File: src/rtl/mem_access_pkg.sv
// Shared types for the memory stage: data-bus request/response, access size
// and the ex_mem / mem_wb pipeline records.
package mem_access_pkg;

    typedef logic [63:0] word_t;
    typedef logic [7:0]  strobe_t;
    typedef logic [31:0] inst_t;
    typedef logic [4:0]  reg_addr_t;

    typedef enum logic [1:0] {
        MSIZE1 = 2'd0,
        MSIZE2 = 2'd1,
        MSIZE4 = 2'd2,
        MSIZE8 = 2'd3
    } msize_t;

    typedef struct packed {
        logic    valid;
        word_t   addr;
        msize_t  size;
        strobe_t strobe;
        word_t   data;
    } dbus_req_t;

    typedef struct packed {
        logic  addr_ok;
        logic  data_ok;
        word_t data;
    } dbus_resp_t;

    typedef struct packed {
        logic      valid;
        inst_t     inst;
        word_t     inst_pc;
        word_t     alu_result;
        word_t     store_data;
        reg_addr_t reg_dest_addr;
        logic      reg_write_enable;
        logic      mem_read;
        logic      mem_write;
        logic [2:0] mem_funct3;
    } ex_mem_t;

    typedef struct packed {
        logic      valid;
        inst_t     inst;
        word_t     inst_pc;
        word_t     reg_write_data;
        reg_addr_t reg_dest_addr;
        logic      reg_write_enable;
    } mem_wb_t;

    function automatic strobe_t size_mask(input msize_t size);
        case (size)
            MSIZE1:  return 8'h01;
            MSIZE2:  return 8'h03;
            MSIZE4:  return 8'h0F;
            default: return 8'hFF;
        endcase
    endfunction

    function automatic mem_wb_t to_mem_wb(input ex_mem_t rec, input word_t data, input logic we);
        mem_wb_t wb;
        wb.valid            = 1'b1;
        wb.inst             = rec.inst;
        wb.inst_pc          = rec.inst_pc;
        wb.reg_write_data   = data;
        wb.reg_dest_addr    = rec.reg_dest_addr;
        wb.reg_write_enable = we;
        return wb;
    endfunction

endpackage

File: src/rtl/mem_access_if.sv
// Data-bus interface between the memory stage (master) and the memory system (slave).
interface mem_access_if;
    mem_access_pkg::dbus_req_t  dreq;
    mem_access_pkg::dbus_resp_t dresp;

    modport master (output dreq, input dresp);
    modport slave  (input dreq, output dresp);
endinterface

File: src/rtl/mem_access_align.sv
// Combinational byte-lane logic: store strobe/data placement, load extract and
// extend, and natural-alignment check.
module mem_align
    import mem_access_pkg::*;
(
    input  logic [2:0] offset,
    input  logic [2:0] funct3,
    input  word_t      store_data,
    input  word_t      load_raw,
    output msize_t     size,
    output strobe_t    strobe,
    output word_t      wdata,
    output word_t      load_data,
    output logic       aligned
);
    word_t shifted;

    always_comb begin
        size      = msize_t'(funct3[1:0]);
        strobe    = size_mask(size) << offset;
        wdata     = store_data << {offset, 3'b000};
        shifted   = load_raw >> {offset, 3'b000};
        load_data = '0;
        aligned   = 1'b1;
        // funct3[2] selects zero-extension for sub-doubleword loads
        case (size)
            MSIZE1: begin
                load_data = {{56{shifted[7] & ~funct3[2]}}, shifted[7:0]};
            end
            MSIZE2: begin
                load_data = {{48{shifted[15] & ~funct3[2]}}, shifted[15:0]};
                aligned   = (offset[0] == 1'b0);
            end
            MSIZE4: begin
                load_data = {{32{shifted[31] & ~funct3[2]}}, shifted[31:0]};
                aligned   = (offset[1:0] == 2'b00);
            end
            default: begin
                load_data = shifted;
                aligned   = (offset == 3'b000);
            end
        endcase
    end
endmodule

File: src/rtl/mem_access.sv
// Memory stage: issues loads/stores on the data bus, stalls EX while a
// transaction is outstanding and registers the mem_wb record.
module mem_access
    import mem_access_pkg::*;
#(
    parameter bit MISALIGN_CHECK = 1'b1
) (
    input  logic                clk,
    input  logic                rst_n,
    input  ex_mem_t             ex_mem_state,
    output mem_wb_t             mem_wb_state,
    mem_access_if.master        dbus,
    output logic                misalign,
    output logic                ok
);
    typedef enum logic {IDLE, BUSY} state_t;

    state_t  state, state_nx;
    ex_mem_t pend, pend_nx, sel;
    mem_wb_t wb_nx;
    logic    misalign_nx;
    logic    is_mem;
    msize_t  al_size;
    strobe_t al_strobe;
    word_t   al_wdata, al_load;
    logic    al_aligned;
    logic    unused_addr_ok;

    assign unused_addr_ok = dbus.dresp.addr_ok;

    // While BUSY the aligner sees only the pending record, so dreq stays stable
    assign sel    = (state == BUSY) ? pend : ex_mem_state;
    assign is_mem = ex_mem_state.mem_read | ex_mem_state.mem_write;

    mem_align u_align (
        .offset     (sel.alu_result[2:0]),
        .funct3     (sel.mem_funct3),
        .store_data (sel.store_data),
        .load_raw   (dbus.dresp.data),
        .size       (al_size),
        .strobe     (al_strobe),
        .wdata      (al_wdata),
        .load_data  (al_load),
        .aligned    (al_aligned)
    );

    always_comb begin
        state_nx    = state;
        pend_nx     = pend;
        wb_nx       = '0;
        misalign_nx = 1'b0;
        ok          = (state == IDLE);
        dbus.dreq   = '0;
        case (state)
            IDLE: begin
                if (ex_mem_state.valid) begin
                    if (!is_mem) begin
                        wb_nx = to_mem_wb(ex_mem_state, ex_mem_state.alu_result,
                                          ex_mem_state.reg_write_enable);
                    end else if (MISALIGN_CHECK && !al_aligned) begin
                        wb_nx       = to_mem_wb(ex_mem_state, ex_mem_state.alu_result, 1'b0);
                        misalign_nx = 1'b1;
                    end else begin
                        pend_nx  = ex_mem_state;
                        state_nx = BUSY;
                    end
                end
            end
            default: begin
                dbus.dreq.valid  = 1'b1;
                dbus.dreq.addr   = pend.alu_result;
                dbus.dreq.size   = al_size;
                dbus.dreq.strobe = pend.mem_write ? al_strobe : '0;
                dbus.dreq.data   = pend.mem_write ? al_wdata : '0;
                if (dbus.dresp.data_ok) begin
                    wb_nx = pend.mem_write ? to_mem_wb(pend, '0, 1'b0)
                                           : to_mem_wb(pend, al_load, pend.reg_write_enable);
                    state_nx = IDLE;
                end
            end
        endcase
    end

    always_ff @(posedge clk or negedge rst_n) begin
        if (!rst_n) begin
            state        <= IDLE;
            pend         <= '0;
            mem_wb_state <= '0;
            misalign     <= 1'b0;
        end else begin
            state        <= state_nx;
            pend         <= pend_nx;
            mem_wb_state <= wb_nx;
            misalign     <= misalign_nx;
        end
    end
endmodule
File: src/flat_wrapper.sv
// flat-port wrapper written by rule: the top's interface ports become plain ports
module mem_access_flat import mem_access_pkg::*;
#(
    parameter bit MISALIGN_CHECK = 1'b1
)
  (clk, rst_n, ex_mem_state, mem_wb_state, misalign, ok, dbus_dreq, dbus_dresp);
  mem_access_if dbus_i ();
  input  logic clk;
  input  logic rst_n;
  input  ex_mem_t ex_mem_state;
  output mem_wb_t mem_wb_state;
  output logic misalign;
  output logic ok;
  output wire logic [$bits(dbus_i.dreq)-1:0] dbus_dreq;
  input wire logic [$bits(dbus_i.dresp)-1:0] dbus_dresp;
  assign dbus_dreq = dbus_i.dreq;
  assign dbus_i.dresp = dbus_dresp;
  mem_access #(.MISALIGN_CHECK(MISALIGN_CHECK)) u_core (.clk(clk), .rst_n(rst_n), .ex_mem_state(ex_mem_state), .mem_wb_state(mem_wb_state), .dbus(dbus_i), .misalign(misalign), .ok(ok));
endmodule
File: config.mk
export PLATFORM = sky130hd
export DESIGN_NAME = mem_access_flat
export DESIGN_NICKNAME = d
export VERILOG_FILES = /design/src/rtl/mem_access_pkg.sv /design/src/rtl/mem_access_if.sv /design/src/rtl/mem_access_align.sv /design/src/rtl/mem_access.sv /design/src/flat_wrapper.sv
export SDC_FILE = /design/constraint.sdc
export NUM_CORES = 1
export LEC_CHECK = 0
export CAP_MARGIN = 20
export CORE_AREA = 2 2 239 241
export CTS_CLUSTER_DIAMETER = 150
export DETAILED_ROUTE_END_ITERATION = 10
export DIE_AREA = 0 0 241 243
export HOLD_SLACK_MARGIN = 0.1
export PLACE_DENSITY = 0.62
export SYNTH_ARGS = -nofsm -noshare
export SYNTH_HDL_FRONTEND = slang
export SYNTH_HIERARCHICAL = 1
export SYNTH_SLANG_ARGS = --single-unit
File: constraint.sdc
create_clock -name clk -period 4.35 [get_ports clk]
set_input_delay 0.87 -clock clk [delete_from_list [all_inputs] [get_ports clk]]
set_output_delay 0.87 -clock clk [all_outputs]
set_load 0.1 [all_outputs]
==> flow_summary.toml <==
[outcome]
status = "finished, final reports clean"

[route]
drtIter0Drc = 1070
antenna_left = 0
vias = 15980
wire_per_inst_um = 24.48
routed_wl_mm = 74.51
first_pass_iters = 6
drc_errors = 0
vias_per_cell = 5.250

[logic_synthesis]
syn_avg_cell_area_um2 = 12.46
synthFlopType = "dfrtp_1"
yosysSeqAreaShare_pct = 48.41
synth_seq_cells = 403
synth.net_count = 1976
synth_compound_area_share_pct = 10.79
netlist_area_um2 = 20830
synth-edff-count = 0
synth_top_family_by_area = "multiplexers"
synth-simple-area-share_pct = 8.637
postSynth.asyncResetShare_pct = 100.0
synthMostInstantiatedCell = "dfrtp_1"
synth_fa_ha_area_share_pct = 0
yosys.cell_types.count = 44
muxShareOfSynthArea_pct = 27.80
synth_common_cells = "dfrtp_1, mux2_2, a22o_1"
syn_inst = 1672
yosysTopAreaCell = "dfrtp_1"
synth_warnings = 6
synth.area.top_cells = "dfrtp_1, mux2_4, mux2_2"
yosysTopAreaCellShare_pct = 48.41
synth-xor-area-share_pct = 0

[pwr]
pwr-share-comb_pct = 62.5
swShare_pct = 49.55
p_per_area_nw_per_um2 = 909.8
p_int_mw = 13.82
clkPwrFrac_pct = 14.9
seq_power_share_pct = 22.6
leakagePower_nw = 13.61
switchingPower_mw = 13.58
peakVddDrop_mv = 0.4803

[sta]
setup_viol = 0
slew_headroom_pct = 23.64
hold_viol = 0
maxSlewViolCount = 0
rsz0062_at_grt = "no"
max_freq_ghz = 0.2419
min_period_over_period_pct = 95.03
fin_tns_setup_ns = 0
finalWorstPathRequiredPeriod_ns = 4.134
worst_clock_skew_ns = 0.02272
worst_slew_pin_slew_ns = 1.142

[final_layout]
finalNetCount = 2540
stdcell_count = 3044
drive_gt1_share_pct = 31.15
final_area_um2 = 30120
area_growth_pct = 44.58

[global_routing]
grt.overflow.total = 0
grt_use_total_pct = 25.04
grt_use_met1_pct = 32.38
gr-usage-met3_pct = 7.756
grt_pass1_wl_mm = 109.8
first_global_vias = 16690
grt_antenna_before_repair = 20
grt_max_degree = 85
use_met2_pct = 39.65
grt.busiest_layer = "met2"

[cts]
postCtsResizedCells = 0
cts_buffer_depth = 3
clock_latency_ns = 0.59
cts_tree = "yes"
clk_pin_slew_ns = 0.06
cts_buffers = 46
root_buffer = "clkbuf_16"
hold_buffers = 0
htree_levels = 2
cts_sinks = 403

[critical_path]
cp_max_fo = 22
path_cells = "clkdlybuf4s50_1 -> a21o_4 -> buf_12 -> buf_12 -> mux4_2 -> mux2_2 -> and3_2 -> buf_12"
cp-end-kind = "output pin"
worstPathRequired_ns = 3.48
max_stage_delay_ns = 0.52
critPathMostFrequentCell = "buf_12"
cp.depth = 8
cp_top_family = "buffers and inverters"
cp.arrival_ns = 3.26
path_class = "in2out"
slowest_stage = "clkdlybuf4s50_1"
worst-path-buf-inv = 4
rr_worst_depth = 8
cp-start-kind = "primary input"

[floorplan]
die_area_um2 = 58560
die_w_um = 241
initial_core_util_pct = 37.23
die_height_um = 243
ios = 612
row_count = 87
core_um2 = 55950

[place]
place_inst = 2943
portBuffers = 610
hpwlAfterDp_mm = 55.20
routabilityCongestion = 0.9010
post_dp_cell_area_um2 = 28460

[hold_path]
min_path_type = "in2async"

[flow_run]
maxCapViolCount = 0
[state kept, by name (all words and copies together), names as in the netlist]
signal and flops:
u_core/pend 234, u_core/mem_wb_state 167, u_core/misalign 1, u_core/state 1
[worst register-to-register path, stage by stage (launching register included)]
cell and delay [ns]:
dfrtp_4 0.60, buf_12 0.28, mux2_2 0.51, or2_2 0.38
a21oi_1 0.47, inv_1 0.12, o21a_4 0.40, buf_4 0.31
a22o_1 0.28
[stage by stage]
stage / hold slack [ns] / utilization [%] / setup slack (ns) / power (mW)
after floorplan: 0.4603 / - / 0.01688 / 18.71
after global placement: 0.4675 / 50.85 / 0.2187 / 23.09
after detailed placement: 0.4713 / 50.87 / 0.2212 / 23.29
after CTS: 0.3039 / 53.76 / 0.1303 / 27.50
after global routing: 0.3305 / 53.79 / 0.01435 / 28.58
final: 0.2822 / 53.83 / 0.2162 / 27.40
[path summary, 6_finish.rpt]
check,startpoint,end,slack [ns]
setup / recovery,ex_mem_state[75],dbus_dreq[53],0.22
hold / removal,rst_n,u_core/mem_wb_state[162]$_DFF_PN0_,0.28
setup reg to reg,u_core/state$_DFF_PN0_,u_core/mem_wb_state[136]$_DFF_PN0_,0.88
hold reg to reg,u_core/pend[6]$_DFFE_PN0P_,u_core/mem_wb_state[1]$_DFF_PN0_,0.48
max in group asynchronous,rst_n,u_core/pend[45]$_DFFE_PN0P_,3.05
min in group clk,u_core/pend[6]$_DFFE_PN0P_,u_core/mem_wb_state[1]$_DFF_PN0_,0.48
[repair_timing]
action | CTS | global route
endpoints found under the setup margin | 4 | 0
endpoints found under the hold margin | 0 | 0
buffers inserted | 1 | 0
[layout make-up]
type | count | area, µm²
timing repair buffer | 671 | 7427
inverter | 13 | 52.55
antenna | 15 | 37.54
multi-input combinational | 1101 | 9958
sequential | 403 | 10090
tap | 756 | 945.9
fill | 4813 | 25830
clock inverter | 16 | 230.2
clock buffer | 69 | 1378
[cell usage in the layout, fill, tap and decap left out, drive strengths merged, types with 3 or more instances in the layout]
cell           instances
o21ai                 51
clkbuf                69
or2                    3
and3                  73
nand2                104
mux2                 341
clkinv                 8
dfrtp                403
mux2i                 76
inv                   15
mux4                  28
clkdlybuf4s50        494
a22o                 165
a21o                   3
bufinv                 4
nor2b                  3
nand2b                 6
o22ai                 26
diode                 15
buf                  177
and2                  85
a21oi                 42
nor2                  65
nor3                   3
o22a                   7
[cell families after synthesis]
| group | Yosys count |
|---|---|
| buffers and inverters | 168 |
| muxes | 445 |
| DFF | 403 |
| AOI/OAI and AO/OA | 304 |
| and+or+nand+nor | 352 |
[power by group through the flow]
stage	sequential [mW]	combinational [mW]	clock [mW]
final	6.20	17.1	4.09
after detailed placement	6.25	17.0	0
after floorplan	9.66	9.05	0
after CTS	6.19	17.1	4.17
after global placement	6.18	16.9	0
after global routing	6.37	17.9	4.33
[layer usage]
layer	share of wire, %	up-vias
met5	0.11	-
met4	3.1	12
met3	8.7	127
met2	47	596
met1	42	8037
li1	-	7210
Power figures use the tool's default switching activity.
